$ cat config.mk
export PLATFORM = sky130hd
export DESIGN_NAME = dcache_flat
export DESIGN_NICKNAME = d
export VERILOG_FILES = /design/src/rtl/dcache_if.sv /design/src/rtl/dcache.sv /design/src/flat_wrapper.sv
export SDC_FILE = /design/constraint.sdc
export NUM_CORES = 1
export LEC_CHECK = 0
export CAP_MARGIN = 5
export CORE_ASPECT_RATIO = 0.75
export CORE_UTILIZATION = 60
export DETAILED_ROUTE_END_ITERATION = 10
export PLACE_DENSITY = 0.84
export SYNTH_ARGS = -nofsm -noshare
export SYNTH_HDL_FRONTEND = slang
export SYNTH_SLANG_ARGS = --single-unit
$ cat constraint.sdc
create_clock -name clk -period 39.5 [get_ports clk]
set_input_delay 3.95 -clock clk [delete_from_list [all_inputs] [get_ports clk]]
set_output_delay 3.95 -clock clk [all_outputs]
set_load 0.02 [all_outputs]
$ cat src/rtl/dcache_if.sv
// CPU-side and memory-side signal bundle for dcache; the cache attaches through the slave modport.
interface dcache_if #(
  parameter int unsigned WIDTH = 128,
  parameter int unsigned ADDR  = 32
);
  logic [ADDR-1:0]  cpu_addr;
  logic [31:0]      cpu_wdata;
  logic             cpu_read;
  logic             cpu_write;
  logic [31:0]      cpu_rdata;
  logic             cpu_stall;
  logic [ADDR-1:0]  mem_addr;
  logic [WIDTH-1:0] mem_wdata;
  logic             mem_write;
  logic             mem_read;
  logic [WIDTH-1:0] mem_rdata;

  modport master (
    output cpu_addr, cpu_wdata, cpu_read, cpu_write, mem_rdata,
    input  cpu_rdata, cpu_stall, mem_addr, mem_wdata, mem_write, mem_read
  );

  modport slave (
    input  cpu_addr, cpu_wdata, cpu_read, cpu_write, mem_rdata,
    output cpu_rdata, cpu_stall, mem_addr, mem_wdata, mem_write, mem_read
  );
endinterface

$ cat src/rtl/dcache.sv
// Direct-mapped line cache between the memory stage and line-wide memory.
// DCACHE_WRITEBACK_EN selects write-back with dirty lines; undefined gives write-through.
module dcache #(
  parameter int unsigned WIDTH   = 128,
  parameter int unsigned DEPTH   = 4,
  parameter int unsigned ADDR    = 32,
  parameter int unsigned LATENCY = 2
) (
  input  logic     clk,
  input  logic     reset,
  dcache_if.slave  bus
);
  localparam int unsigned WB = $clog2(WIDTH / 8);
  localparam int unsigned DB = $clog2(DEPTH);
  localparam int unsigned SW = WB - 2;
  localparam int unsigned TW = ADDR - DB - WB;
  localparam int unsigned CW = (LATENCY > 1) ? $clog2(LATENCY) : 1;

  localparam logic [1:0] IDLE  = 2'd0;
  localparam logic [1:0] WBACK = 2'd1;
  localparam logic [1:0] FILL  = 2'd2;
  localparam logic [1:0] WTHRU = 2'd3;

  logic [1:0]       state, state_next;
  logic [CW-1:0]    cnt;
  logic [WIDTH-1:0] line_q [DEPTH];
  logic [TW-1:0]    tag_q  [DEPTH];
  logic [DEPTH-1:0] valid_q;
  logic [31:0]      rdata_q;
  logic             mem_read_q, mem_write_q;
  logic [ADDR-1:0]  mem_addr_q;
  logic [WIDTH-1:0] mem_wdata_q;

  logic [SW-1:0]    sel;
  logic [DB-1:0]    idx;
  logic [TW-1:0]    tag;
  logic             req, hit, last;
  logic             load_hit, store_hit, store_commit, wt_block, victim_dirty;
  logic [WIDTH-1:0] cur_line, merged_line;
  logic [31:0]      word;
  logic             stall_c;
  logic [31:0]      rdata_c;
  logic             unused_addr_bits;

  assign sel = bus.cpu_addr[WB-1:2];
  assign idx = bus.cpu_addr[DB+WB-1:WB];
  assign tag = bus.cpu_addr[ADDR-1:DB+WB];
  assign unused_addr_bits = ^bus.cpu_addr[1:0];

  assign req       = bus.cpu_read | bus.cpu_write;
  assign hit       = valid_q[idx] && (tag_q[idx] == tag);
  assign last      = (cnt == CW'(LATENCY - 1));
  assign cur_line  = line_q[idx];
  assign word      = cur_line[{sel, 5'b0} +: 32];
  assign load_hit  = (state == IDLE) && bus.cpu_read && !bus.cpu_write && hit;
  assign store_hit = (state == IDLE) && bus.cpu_write && hit;

`ifdef DCACHE_WRITEBACK_EN
  logic [DEPTH-1:0] dirty_q;
  assign victim_dirty = valid_q[idx] && dirty_q[idx];
  assign wt_block     = 1'b0;
  assign store_commit = store_hit;
`else
  logic wt_done;
  assign victim_dirty = 1'b0;
  assign wt_block     = store_hit && !wt_done;
  assign store_commit = store_hit && wt_done;
`endif

  // Requested word spliced into the resident line
  always_comb begin
    merged_line = cur_line;
    merged_line[{sel, 5'b0} +: 32] = bus.cpu_wdata;
  end

  // Next state plus the combinational CPU-side handshake
  always_comb begin
    state_next = state;
    stall_c    = (state != IDLE) || (req && !hit) || wt_block;
    rdata_c    = rdata_q;
    if (load_hit) rdata_c = word;
    case (state)
      IDLE: begin
        if (req && !hit)   state_next = victim_dirty ? WBACK : FILL;
        else if (wt_block) state_next = WTHRU;
      end
      WBACK:   if (last) state_next = FILL;
      FILL:    if (last) state_next = IDLE;
      WTHRU:   if (last) state_next = IDLE;
      default: state_next = IDLE;
    endcase
  end

  assign bus.cpu_stall = stall_c;
  assign bus.cpu_rdata = rdata_c;
  assign bus.mem_read  = mem_read_q;
  assign bus.mem_write = mem_write_q;
  assign bus.mem_addr  = mem_addr_q;
  assign bus.mem_wdata = mem_wdata_q;

  // Control state, memory strobes and per-line status bits
  always_ff @(posedge clk) begin
    if (reset) begin
      state       <= IDLE;
      cnt         <= '0;
      valid_q     <= '0;
      rdata_q     <= '0;
      mem_read_q  <= 1'b0;
      mem_write_q <= 1'b0;
      mem_addr_q  <= '0;
      mem_wdata_q <= '0;
`ifdef DCACHE_WRITEBACK_EN
      dirty_q     <= '0;
`else
      wt_done     <= 1'b0;
`endif
    end else begin
      state       <= state_next;
      cnt         <= (state_next != state || state == IDLE) ? '0 : cnt + CW'(1);
      mem_read_q  <= (state_next == FILL);
      mem_write_q <= (state_next == WBACK) || (state_next == WTHRU);
      if (state_next != state) begin
        case (state_next)
          WBACK: begin
            mem_addr_q  <= {tag_q[idx], idx, {WB{1'b0}}};
            mem_wdata_q <= cur_line;
          end
          FILL:  mem_addr_q <= {tag, idx, {WB{1'b0}}};
          WTHRU: begin
            mem_addr_q  <= {tag, idx, {WB{1'b0}}};
            mem_wdata_q <= merged_line;
          end
          default: ;
        endcase
      end
      if (load_hit) rdata_q <= word;
      if (state == FILL && last) valid_q[idx] <= 1'b1;
`ifdef DCACHE_WRITEBACK_EN
      if ((state == FILL || state == WBACK) && last) dirty_q[idx] <= 1'b0;
      else if (store_commit)                         dirty_q[idx] <= 1'b1;
`else
      if (state == WTHRU && last) wt_done <= 1'b1;
      else if (store_commit)      wt_done <= 1'b0;
`endif
    end
  end

  // Line data and tags need no reset; valid bits gate their use
  always_ff @(posedge clk) begin
    if (!reset) begin
      if (state == FILL && last) begin
        line_q[idx] <= bus.mem_rdata;
        tag_q[idx]  <= tag;
      end else if (store_commit) begin
        line_q[idx] <= merged_line;
      end
    end
  end
endmodule

$ cat src/flat_wrapper.sv
// flat-port wrapper written by rule: the top's interface ports become plain ports
module dcache_flat 
#(
  parameter int unsigned WIDTH   = 128,
  parameter int unsigned DEPTH   = 4,
  parameter int unsigned ADDR    = 32,
  parameter int unsigned LATENCY = 2
)
  (clk, reset, bus_cpu_addr, bus_cpu_wdata, bus_cpu_read, bus_cpu_write, bus_mem_rdata, bus_cpu_rdata, bus_cpu_stall, bus_mem_addr, bus_mem_wdata, bus_mem_write, bus_mem_read);
  dcache_if #(.WIDTH(WIDTH), .ADDR(ADDR)) bus_i ();
  input  logic clk;
  input  logic reset;
  input wire logic [$bits(bus_i.cpu_addr)-1:0] bus_cpu_addr;
  input wire logic [$bits(bus_i.cpu_wdata)-1:0] bus_cpu_wdata;
  input wire logic [$bits(bus_i.cpu_read)-1:0] bus_cpu_read;
  input wire logic [$bits(bus_i.cpu_write)-1:0] bus_cpu_write;
  input wire logic [$bits(bus_i.mem_rdata)-1:0] bus_mem_rdata;
  output wire logic [$bits(bus_i.cpu_rdata)-1:0] bus_cpu_rdata;
  output wire logic [$bits(bus_i.cpu_stall)-1:0] bus_cpu_stall;
  output wire logic [$bits(bus_i.mem_addr)-1:0] bus_mem_addr;
  output wire logic [$bits(bus_i.mem_wdata)-1:0] bus_mem_wdata;
  output wire logic [$bits(bus_i.mem_write)-1:0] bus_mem_write;
  output wire logic [$bits(bus_i.mem_read)-1:0] bus_mem_read;
  assign bus_i.cpu_addr = bus_cpu_addr;
  assign bus_i.cpu_wdata = bus_cpu_wdata;
  assign bus_i.cpu_read = bus_cpu_read;
  assign bus_i.cpu_write = bus_cpu_write;
  assign bus_i.mem_rdata = bus_mem_rdata;
  assign bus_cpu_rdata = bus_i.cpu_rdata;
  assign bus_cpu_stall = bus_i.cpu_stall;
  assign bus_mem_addr = bus_i.mem_addr;
  assign bus_mem_wdata = bus_i.mem_wdata;
  assign bus_mem_write = bus_i.mem_write;
  assign bus_mem_read = bus_i.mem_read;
  dcache #(.WIDTH(WIDTH), .DEPTH(DEPTH), .ADDR(ADDR), .LATENCY(LATENCY)) u_core (.clk(clk), .reset(reset), .bus(bus_i));
endmodule
After elaboration in Yosys (flattened, before gate mapping)
Memory sizes are Yosys's and may differ from the RTL's.
Cells that the tools add are included.
{"block": "word_totals", "register_bits": 202, "ram_bits": 616, "out_inout_bits": 195, "wordCells": 81, "n_memories": 2}
{"block": "classes", "n_addsub": 2, "n_lt_le_gt_ge": 2, "eq_ne": 8, "n_shift": 3, "n_mux": 23, "bitwise": 3, "reduce_logical": 29}
{"memory": "u_core.line_q", "words": 4, "word_bits": 128, "read_ports": 1, "rd_ports_with_merged_regs": 0, "wr": 1, "line_no": "dcache.sv:26", "text": "logic [WIDTH-1:0] line_q [DEPTH];"}
{"memory": "u_core.tag_q", "words": 4, "word_bits": 26, "read_ports": 1, "rd_ports_with_merged_regs": 0, "wr": 1, "line_no": "dcache.sv:27", "text": "logic [TW-1:0] tag_q [DEPTH];"}
{"op": "$pmux W128 S2", "n": 1}
{"op": "$bwmux W128", "n": 1}
{"op": "$mux W128", "n": 1}
{"op": "$shift A32 B9 Y128 const A", "n": 1}
{"op": "$shiftx A128 B8 Y32", "n": 1}
{"op": "$shiftx A32 B9 Y128", "n": 1}
{"op": "$pmux W32 S2", "n": 1}
{"op": "$mux W32", "n": 1}
{"op": "$eq A26 B26 Y1", "n": 1}
{"op": "$logic_and A1 B1 Y1", "n": 12}
{"op": "$mux W1", "n": 11}
{"op": "$neg A7 Y9", "n": 1}
{"op": "$eq A2 B2 Y1 const B", "n": 4}
{"op": "$mux W2", "n": 4}
{"op": "$reduce_bool A2 Y1", "n": 4}
{"op": "$pmux W2 S3", "n": 1}
{"op": "$reduce_or A2 Y1", "n": 3}
{"op": "$eq A2 B1 Y1 const B", "n": 2}
{"op": "$logic_or A1 B1 Y1", "n": 4}
{"op": "$or A4 B4 Y4", "n": 1}
{"op": "$reduce_and A2 Y1", "n": 2}
{"op": "$logic_not A1 Y1", "n": 3}
{"op": "$lt A2 B3 Y1 const B", "n": 1}
{"op": "$bmux W1 S2", "n": 1}
{"op": "other kinds (6)", "n": 7}

Depth between registers and ports, before layout
{"block": "logic_depth", "word_depth": 12, "ltp_mapped": 12, "depth_no_buf": 8}

Worst setup path before layout
Ideal clock, no wire load.
{"block": "synth_timing", "kind": "input port to flip-flop", "startpoint": "in bus_cpu_addr[5]", "endpoint": "mem u_core.line_q[0][0] (enable)", "setup_ns": 0.772, "arrival_time_ns": 14.855, "required_time_ns": 38.728, "slack_ns": 23.873, "path_stages": 9, "n_path_buf": 2, "path_cell_list": "buf_1 > mux4_2 > xor2_1 > nor4_1 > o2111ai_1 > or4_4 > buf_2 > and2_1 > nor3_1"}
{"block": "synth_via", "elab_chain_cells": 10}
{"element": "from (decl)", "line_no": "flat_wrapper.sv:13", "text": "input wire logic [$bits(bus_i.cpu_addr)-1:0] bus_cpu_addr;"}
{"element": "$mem_v2 Z4 W26 / $bmux W1 S2 (equally long branches)"}
{"element": "$eq A26 B26 Y1 / $mux W1 (equally long branches)", "line_no": "dcache.sv:51", "text": "assign hit = valid_q[idx] && (tag_q[idx] == tag);"}
{"element": "$logic_and A1 B1 Y1", "line_no": "dcache.sv:51"}
{"element": "$logic_and A1 B1 Y1", "line_no": "dcache.sv:56", "text": "assign store_hit = (state == IDLE) && bus.cpu_write && hit;"}
{"element": "$logic_and A1 B1 Y1", "line_no": "dcache.sv:67", "text": "assign store_commit = store_hit && wt_done;"}
{"element": "$mux W1", "line_no": "dcache.sv:154", "text": "end else if (store_commit) begin"}
{"element": "$mux W1", "line_no": "dcache.sv:151", "text": "if (state == FILL && last) begin"}
{"element": "$mux W1", "line_no": "dcache.sv:150", "text": "if (!reset) begin"}
{"element": "$mux W1 (not written as such)", "line_no": "dcache.sv:155", "text": "line_q[idx] <= merged_line;"}
{"element": "$or A1 B1 Y1 (no line)"}
{"element": "to (decl)", "line_no": "dcache.sv:26"}
Parallel ways exist; a longest one is shown, timed or not. The select of a mux whose other input is x is not followed.

Worst setup path after layout
{"block": "layout_timing", "startpoint": "in bus_cpu_addr[5]", "endpoint": "out bus_cpu_rdata[24]"}
{"block": "layout_via", "elab_chain_cells": 5}
{"element": "parallel branches: the longest is 4 deep, another holds $mem_v2 Z4 W128"}
{"element": "$mux W32 (*)"}
{"element": "to (decl)", "line_no": "flat_wrapper.sv:18", "text": "output wire logic [$bits(bus_i.cpu_rdata)-1:0] bus_cpu_rdata;"}
Every way passes the cells marked *. The select of a mux whose other input is x is not followed.

==> impl_metrics.csv <==
group,metric,value,unit
outcome,status,"finished clean",
power,ir_drop,0.0000338,V
critical_path,critical_path_class,"primary input to primary output",
critical_path,critPathRequiredTime,35.55,ns
route,via_count,21500,
cells_and_area,drive_gt1_share,14.3,%
critical_path,r2r_cells,9,
floorplanning,initial_core_util,61.0,%
clock_network,cts_sinks,813,
cells_and_area,fill_cells,3383,
route,post_drt_wl_per_cell,25.9,µm
timing,final.period_utilization,32.1,%
worst_hold_path,hold_end,"u_core.valid_q[2]",
global_routing,antenna_found_initial,8,
route,finalWirelength,89.5,mm
yosys,syn_area_per_cell,14.8,µm²
critical_path,r2r_setup_slack,34.66,ns
cells_and_area,nets,2851,
yosys,ys_ff_latch,813,
critical_path,crit_fanout,70,
floorplanning,fp.dieW,278,µm
clock_network,cts-buffers-inserted,75,
placement,dpl.hpwl,53.0,mm
yosys,ys_types,51,
clock_network,ctsHoldBuffers,0,
floorplanning,rows,75,
placement,port_buffers,384,
yosys,yosys.area.top_type,"edfxtp_1",
cells_and_area,finish.utilization,73.1,%
global_routing,grt-ovfl-total,0,
route,antenna_left,0,
floorplanning,dieArea,58100,µm²
timing,relSlewSlack,9.36,%
yosys,synth_area,34300,µm²
yosys,muxShareOfSynthArea,18.7,%
timing,slew_viol_final,0,
critical_path,crit_path_start_kind,"primary input",
yosys,synth_compound_area_share,5.37,%
worst_hold_path,hold_path.class,"flop to flop",
yosys,synthAdderAreaFrac,0.182,%
timing,clock-skew-final,0.0251,ns
floorplanning,die_h,209,µm
global_routing,grt_pass1_vias,21800,
global_routing,track_usage,31.0,%
timing,rsz0062_at_grt,"no",
timing,max_freq,78.8,MHz
clock_network,worstSkewPairLatency,0.63,ns
floorplanning,io_pins,391,
clock_network,clk_path_buf_depth,3,
worst_hold_path,hold_start,"u_core.valid_q[2]",
route,first_iter_violations,2486,
timing,tns,0,ns
yosys,ys_async_sr_fraction,0,%
clock_network,path_clk_slew,0.06,ns
timing,post-route-min-period,12.69,ns
timing,finalSetupViolations,0,
cells_and_area,syn_to_final_growth,19.8,%
timing,worst_pin_slew,1.36,ns
clock_network,cts_tree,"built",
global_routing,grt_start_max_net_pins,215,
yosys,synthFlopType,"edfxtp_1",
worst_hold_path,hold_depth,1,
critical_path,reg2reg_from,"u_core.tag_q[1][19]",
yosys,synth_edf_count,616,
critical_path,endpoint_kind,"primary output",
yosys,synth_top_area_share,53.9,%
yosys,synth_cells,2315,
power,leakage,13.9,nW
global_routing,grt_pass1_wl,134,mm
job,maxCapViolations,0,
critical_path,r2r-end,"u_core.line_q[1][100]",
power,powerDensity,43.4,nW/µm²
route,detail_route.vias_per_cell,6.22,
yosys,synth-seq-area-share,65.4,%
yosys,yosys.area_share.simple,6.01,%
yosys,ys_warn_count,0,
placement,gp_congestion,0.851,
floorplanning,core,56200,µm²
clock_network,cts_max_level,3,
clock_network,cts-root-buf,"clkbuf_16",
yosys,synthXorXnorAreaFrac,0.536,%
clock_network,postCtsSetupBuffers,0,
yosys,yosys-top-cells-area,"edfxtp_1, dfxtp_1, mux4_2, mux2_1, nor2_1",
yosys,synth_top_family_by_area,"multiplexers",
route,drtPass1Iterations,6,
timing,finalHoldViolCount,0,
route,drc,0,
clock_network,cts-resized-gates,0,
critical_path,arrival,8.74,ns
==> placed cells by master (no fill, tap or decap), types with 6 or more instances in the layout <==
master,netlist,final
edfxtp_1,616,616
clkdlybuf4s50_1,0,380
nor2_1,297,291
dfxtp_1,197,197
mux4_2,171,171
nand2_1,142,142
inv_1,135,135
o21ai_0,134,133
a211oi_1,129,129
mux2_1,110,110
clkbuf_16,0,80
mux2i_1,53,53
and2_1,33,33
mux2_4,30,31
buf_4,10,25
mux2_2,23,22
clkbuf_1,95,18
clkinv_2,0,16
xor2_1,13,13
clkinv_1,1,11
xnor2_1,8,8
diode_2,0,6
nor3_1,10,6
nor2_4,0,6
bufinv_16,0,6
==> state kept, by name, indices dropped and copies added, names as in the netlist <==
| register | cells |
|---|---|
| u_core.line_q | 512 |
| u_core.bus.mem_wdata | 128 |
| u_core.tag_q | 104 |
| u_core.rdata_q | 32 |
| u_core.bus.mem_addr | 28 |
| u_core.valid_q | 4 |
| u_core.state | 2 |
| u_core.bus.mem_read | 1 |
| u_core.cnt | 1 |
| u_core.wt_done | 1 |
==> synth_stat cells, drive strengths merged (3+ instances only) <==
cell	instances
o2111ai	4
ha	5
clkbuf	95
nor3	10
a21oi	3
edfxtp	616
mux4	174
or4	4
nor4b	3
dfxtp	197
mux2i	53
buf	61
xnor2	8
mux2	163
o211ai	3
nand3	3
a22oi	3
nor2	297
a211oi	129
inv	136
a21o	4
xor2	13
o21ai	134
and2	33
nand2	142
==> area by class of cell <==
cell class / instances / area, µm² / area share, %
Timing Repair Buffer: 411 / 4070 / 9.91
Inverter: 137 / 515 / 1.25
Clock buffer: 99 / 2080 / 5.07
Multi-Input combinational cell: 1212 / 10700 / 26.0
Tap cell: 731 / 915 / 2.22
Antenna cell: 6 / 15.0 / 0.0365
Clock inverter: 40 / 373 / 0.907
Sequential cell: 813 / 22400 / 54.6
==> cells by family (layout without fill, tap and decap cells) <==
logic type / after synthesis / after routing
AO/OA/AOI/OAI: 289 / 289
XOR/XNOR: 21 / 21
adder cells (fa/ha/maj): 5 / 5
buffers and inverters: 293 / 687
flip-flops: 813 / 813
multiplexers: 390 / 390
other: 1 / 10
AND/OR/NAND/NOR: 503 / 503
==> metrics by stage <==
| step | cell area [µm²] | std cells | hold WS (ns) | power, mW | setup slack [ns] |
|---|---|---|---|---|---|
| 2_1_floorplan | 34300 | 2318 | 0.418 | 1.02 | 23.87 |
| 3_3_place_gp | 38600 | 3304 | 0.426 | 1.07 | 26.92 |
| 3_5_place_dp | 38600 | 3304 | 0.443 | 1.07 | 26.81 |
| 4_1_cts | 41100 | 3443 | 0.458 | 1.79 | 26.81 |
| 5_1_grt | 41100 | 3448 | 0.480 | 1.83 | 26.61 |
| 6_report | 41100 | 3449 | 0.462 | 1.78 | 26.81 |
==> how the worst max path moves through the flow <==
stage | startpoint | to | depth (start not counted)
3_3_place_gp | bus_cpu_addr[5] | bus_cpu_rdata[24] | 11
6_report | bus_cpu_addr[5] | bus_cpu_rdata[24] | 11
5_1_grt | bus_cpu_addr[5] | bus_cpu_rdata[24] | 11
3_5_place_dp | bus_cpu_addr[5] | bus_cpu_rdata[0] | 11
2_1_floorplan | bus_cpu_addr[5] | u_core.line_q[0][0] | 9
4_1_cts | bus_cpu_addr[5] | bus_cpu_rdata[24] | 11
==> per-layer routing <==
metal	GRT usage [%]	wire length, µm	up-vias
met5	0	11	-
met4	11.0	2730	2
met3	7.46	9550	192
met2	48.7	42200	1245
met1	42.7	35000	10700
li1	-	-	9328
==> critical path, stage by stage <==
cell and delay (ns):
buf_6 0.33, buf_4 0.86, mux4_2 0.43, xnor2_1 0.18, nand4_1 0.16, a21oi_1 0.14, nand4_1 0.34, or4_2 0.75
buf_4 0.43, mux2_4 0.43, clkdlybuf4s50_1 0.64
==> power by group <==
part / switching (mW) / total [mW] / internal [mW]
Combinational: 0.0724 / 0.129 / 0.0564
Sequential: 0.00214 / 0.925 / 0.923
Clock: 0.317 / 0.730 / 0.414
(Power assumes the default switching activity.)
==> RTL edit 1, RTL diff (same settings) <==
Add a define of `DCACHE_WRITEBACK_EN`.
--- a/src/rtl/dcache.sv
+++ b/src/rtl/dcache.sv
@@ -2,2 +2,4 @@
 // DCACHE_WRITEBACK_EN selects write-back with dirty lines; undefined gives write-through.
+`define DCACHE_WRITEBACK_EN
+
 module dcache #(
Function: changed (a bounded check fails within 4 cycles, from zero or initial values and one cycle with reset high).
==> RTL edit 1 against the unedited design <==
  * Sequential cell count increased by 3
  * Setup slack worse by 0.13 ns
  * Clock power grew 2.9%
  * Total power grew 2.3%
  * Die area is 1.8% lower
  * Critical endpoint is now bus_cpu_rdata[1]
  * Register-to-register slack worse by 1.4 ns
  * Hold slack lost 0.0075 ns
  * Area after synthesis down 1.8%
  * Cell area down 1.6%
  * First-iteration DRC count grew 12%
  * Count of clock-buffer cells in the layout grew 12
  * Wire length is 3.5% higher
  * Largest cell class unchanged
  * Highest routed layer unchanged
  * Sequential power is 0.5% higher
  * Global-route usage increased by 1.4 points
==> RTL edit 1: results (changes against the unedited design) <==
layout cells sized above 1=16.7% (+2.4 points); I/O Buffers=384 (unchanged); most frequent cells after synthesis=edfxtp_1 (616), dfxtp_1 (200), mux4_2 (184); min-delay src=u_core.valid_q[2]; sw frac=21.9% (about the same); Detailed Route WL=92600 um (+3.5%); CTS Buffer Depth=3 (unchanged); R2R Path End=u_core.line_q[1][102]; largest net degree at the start of global routing=129 (-40%); multiplexer area fraction after synthesis=14.8% (-3.9 points); Worst path slowest cell=buf_12; Place WS=26.75 ns (-0.0620 ns); status=finished, final reports clean; Min Hold Slack=0.454 ns (-0.00753 ns); Worst R2R Start=u_core.tag_q[3][22]; Setup Buffers After CTS=0 (unchanged); met3 Use GR=7.08% (-0.37 points); initial antenna violation count=12 (+4); register area share after synthesis=66.8% (+1.4 points); synth top area cells=edfxtp_1 (55%), mux4_2 (12%), dfxtp_1 (12%), a22o_1 (3.3%), o21ai_0 (2.4%); clk_skew=0.0258 ns (+0.000663 ns); M2 GR Usage=48.2% (-0.52 points); routability cong.=0.881 (+3.6%); WP data arrival=8.87 ns (+0.13 ns); ys async rst share=0% (unchanged); Starting DRT DRC Count=2775 (+12%); setup slack, reg-to-reg=33.26 ns (-1.40 ns); nets@finish=2609 (-8.5%); worst rel slew slack=13.8% (+4.5 points); Worst path max stage delay=0.74 ns (-0.12 ns); Synth Area in XOR/XNOR=0.691% (+0.15 points); first-pass GRT wire length=136000 um (+1.7%); Yosys cell types=64 (+25%); post-synthesis compound-gate area fraction=9.91% (+4.5 points); Vias=21900 (+2.1%); HPWL after DPL=55300 um (+4.2%); P_leak=13.7 nW (-1.5%); Fillers=3149 (-6.9%); VDD IR-drop max=30.3 uV (-10%); Reg2Reg Depth=10 (+1); post-synthesis adder-cell area fraction=0.372% (+0.19 points); met1 usage=46.0% (+3.3 points); max-slew violation count=0 (unchanged); clk slew on worst S/H paths=0.07 ns; TritonCTS Sinks=816 (+0.37%); gr usage total=32.3% (+1.4 points)
-- RTL edit 1: cell families (layout without fill, tap and decap cells) --
group / after synthesis / after routing
compound gates: 475 / 475
xor+xnor: 24 / 24
fa+ha+maj: 10 / 10
buf+inv: 171 / 567
flops: 816 / 816
mux: 263 / 263
other cells: 1 / 17
simple gates: 304 / 304
-- RTL edit 1: layout make-up --
cell class | count | area share, %
repair buffers | 419 | 10.2
clock buffers | 111 | 5.59
clock inverters | 26 | 0.680
multi-input cells | 1080 | 25.5
inverters | 11 | 0.102
diodes | 13 | 0.0804
well taps | 722 | 2.23
flip-flops and latches | 816 | 55.6
-- RTL edit 1: layer usage --
layer,wire [um],vias to the layer above
met5,11,-
met4,4290,2
met3,10300,293
met2,42700,1682
met1,35300,11000
li1,-,8931
-- RTL edit 1: critical path: cells and delay by family --
kind                   cells  cell delay, ns
AOI/OAI and AO/OA          1            0.19
and+or+nand+nor            5            1.02
muxes                      2            1.06
buffers and inverters      4            2.46
-- RTL edit 1: worst max-delay path by stage --
stage	start	endpoint	slack, ns	cells past startpoint
4_1_cts	bus_cpu_addr[4]	bus_cpu_rdata[13]	26.73	12
3_5_place_dp	bus_cpu_addr[4]	bus_cpu_rdata[1]	26.75	12
5_1_grt	bus_cpu_addr[4]	bus_cpu_rdata[31]	26.41	12
2_1_floorplan	bus_cpu_addr[5]	u_core.line_q[0][0]	23.47	14
3_3_place_gp	bus_cpu_addr[4]	bus_cpu_rdata[1]	26.79	12
6_report	bus_cpu_addr[4]	bus_cpu_rdata[1]	26.68	12
-- RTL edit 1: power groups by stage --
stage | Sequential (mW) | Combinational (mW) | Clock, mW
global placement | 0.948 | 0.137 | 0
finish | 0.930 | 0.145 | 0.751
CTS | 0.930 | 0.143 | 0.753
detailed placement | 0.949 | 0.141 | 0
floorplan | 0.952 | 0.0780 | 0
global route | 0.930 | 0.152 | 0.786
-- RTL edit 1: stage by stage --
step	instance area, um2	std cells
after floorplan	33700	2067
after global placement	37900	3048
after detailed placement	37900	3048
after CTS	40400	3185
after global routing	40500	3196
final	40500	3198
==> RTL edit 2, RTL diff (same settings) <==
Made on the original files. Make the reset (`reset`) asynchronous in one clocked block.
--- a/src/rtl/dcache.sv
+++ b/src/rtl/dcache.sv
@@ -101,3 +101,3 @@
   // Control state, memory strobes and per-line status bits
-  always_ff @(posedge clk) begin
+  always_ff @(posedge clk or posedge reset) begin
     if (reset) begin
Function: differs if reset is asserted again (counterexample within 4 cycles, from zero or initial values and one cycle with reset high); with reset held inactive, the same outputs for 4 cycles.
==> RTL edit 2 against the unedited design <==
  * Wire length up 3.0%
  * Via count up 1.0%
  * Cell area up 3.4%
  * Area after synthesis up 3.8%
  * Die area up 3.8%
  * Setup slack better by 0.22 ns
  * Sequential share of layout area up 0.52 points
  * Sequential cell count unchanged
  * Clock skew down 0.0043 ns
  * Non-clock buffer count up 9
  * Critical endpoint is now bus_cpu_rdata[16]
Power is not compared: it rests on default switching activity, and its combinational part moved more than twofold at a synthesized area within 25%.
==> RTL edit 2: results (changes against the unedited design) <==
status=finished, final reports clean; gr usage total=30.8% (-0.24 points); Place WS=27.10 ns (+0.286 ns); number of synthesized flops with an enable pin=616 (unchanged); Worst path slowest cell=buf_4; max-slew violation count=0 (unchanged); Post-DP Area=0.0401 mm2 (+3.8%); met1 usage=42.1% (-0.53 points); routability cong.=0.860 (+1.1%); Worst path top cell family by delay=buffers and inverters; met3 Use GR=6.82% (-0.64 points); layout cells sized above 1=16.7% (+2.4 points); register bank with the most flops=u_core.line_q; Synth Instances=2242 (-3.2%); register area share after synthesis=65.8% (+0.37 points); clk_skew=0.0208 ns (-0.00430 ns); post-synthesis adder-cell area fraction=0.176% (-0.0067 points); multiplexer area fraction after synthesis=21.9% (+3.2 points); synth top area cells=edfxtp_1 (52%), dfrtp_1 (14%), mux4_2 (11%), mux2_1 (7.2%), nand2_1 (4.2%); HPWL after DPL=55000 um (+3.7%); initial antenna violation count=8 (unchanged); P_leak=16.2 nW; Crit Path Max Fanout=64 (-8.6%); I/O Buffers=384 (unchanged); worst-margin pin slew=1.30 ns (-0.0595 ns); H-tree depth=3 (unchanged); clock latency on the worst-skew pair=0.61 ns (-0.02 ns); M2 GR Usage=48.8% (+0.10 points); ys async rst share=24.2% (+24 points); most frequent cells after synthesis=edfxtp_1 (616), nand2_1 (398), mux2_1 (228); first-pass GRT wire length=137000 um (+2.6%); Worst path max stage delay=0.79 ns (-0.07 ns); Synth Area in XOR/XNOR=0.664% (+0.13 points); Finished Layout Cells=3463 (+0.41%); CTS Buffer Depth=3 (unchanged); max reg flops=512 (unchanged); clk slew on worst S/H paths=0.06 ns (about the same); Yosys cell types=54 (+5.9%); Starting DRT DRC Count=2605 (+4.8%); period utilisation layout=31.6% (-0.56 points); Min Hold Slack=0.471 ns (+0.00952 ns); Pre-antenna DRT Iters=6 (unchanged); post-synthesis compound-gate area fraction=2.55% (-2.8 points); Vias=21700 (+1.0%); post-CTS sizing=0 (unchanged); Detailed Route WL=92100 um (+3.0%); WP data arrival=8.52 ns (-0.22 ns); placed cell count=3325 (+0.64%); setup slack, reg-to-reg=34.74 ns (+0.08 ns); nets@finish=2823 (-0.98%); largest net degree at the start of global routing=129 (-40%); Hold/Removal Path Class=flop to flop
[RTL edit 2: final cells by class]
| cell class | count | area (um2) |
|---|---|---|
| fill | 3437 | 15500 |
| inverter | 135 | 514 |
| clock inverter | 37 | 369 |
| clock buffer | 97 | 2040 |
| tap | 780 | 976 |
| multi-input combinational | 1177 | 11100 |
| timing repair buffer | 420 | 4120 |
| sequential | 813 | 23400 |
| antenna | 4 | 10.0 |
[RTL edit 2: power by group through the flow]
stage | clock network, mW | registers, mW | logic (mW)
floorplan | 0 | 1.03 | 0.140
global placement | 0 | 1.01 | 0.266
detailed placement | 0 | 1.01 | 0.274
CTS | 0.730 | 0.993 | 0.278
global route | 0.761 | 0.997 | 0.296
finish | 0.724 | 0.993 | 0.278
[RTL edit 2: cells by family (layout without fill, tap and decap cells)]
group,count (synthesis),in the layout
buffers and inverters,255,689
other,1,8
and+or+nand+nor,462,462
DFF,813,813
muxes,520,520
xor gates and xnor gates,27,27
adders and majority gates,5,5
AOI/OAI and AO/OA,159,159
[RTL edit 2: worst paths after layout]
path	cells after the start	to	from
max	11	bus_cpu_rdata[16]	bus_cpu_addr[5]
min reg2reg	1	u_core.valid_q[0]	u_core.valid_q[0]
max in group asynchronous	3	u_core.bus.mem_wdata[10]	reset
min	1	u_core.valid_q[0]	u_core.valid_q[0]
min in group asynchronous	2	u_core.rdata_q[28]	reset
max reg2reg	9	u_core.line_q[0][14]	u_core.tag_q[3][4]
[RTL edit 2: per-layer routing]
| metal | wire length [um] | vias up |
|---|---|---|
| li1 | - | 9098 |
| met1 | 35100 | 11000 |
| met2 | 44400 | 1341 |
| met3 | 9420 | 240 |
| met4 | 3140 | 8 |
| met5 | 55 | - |
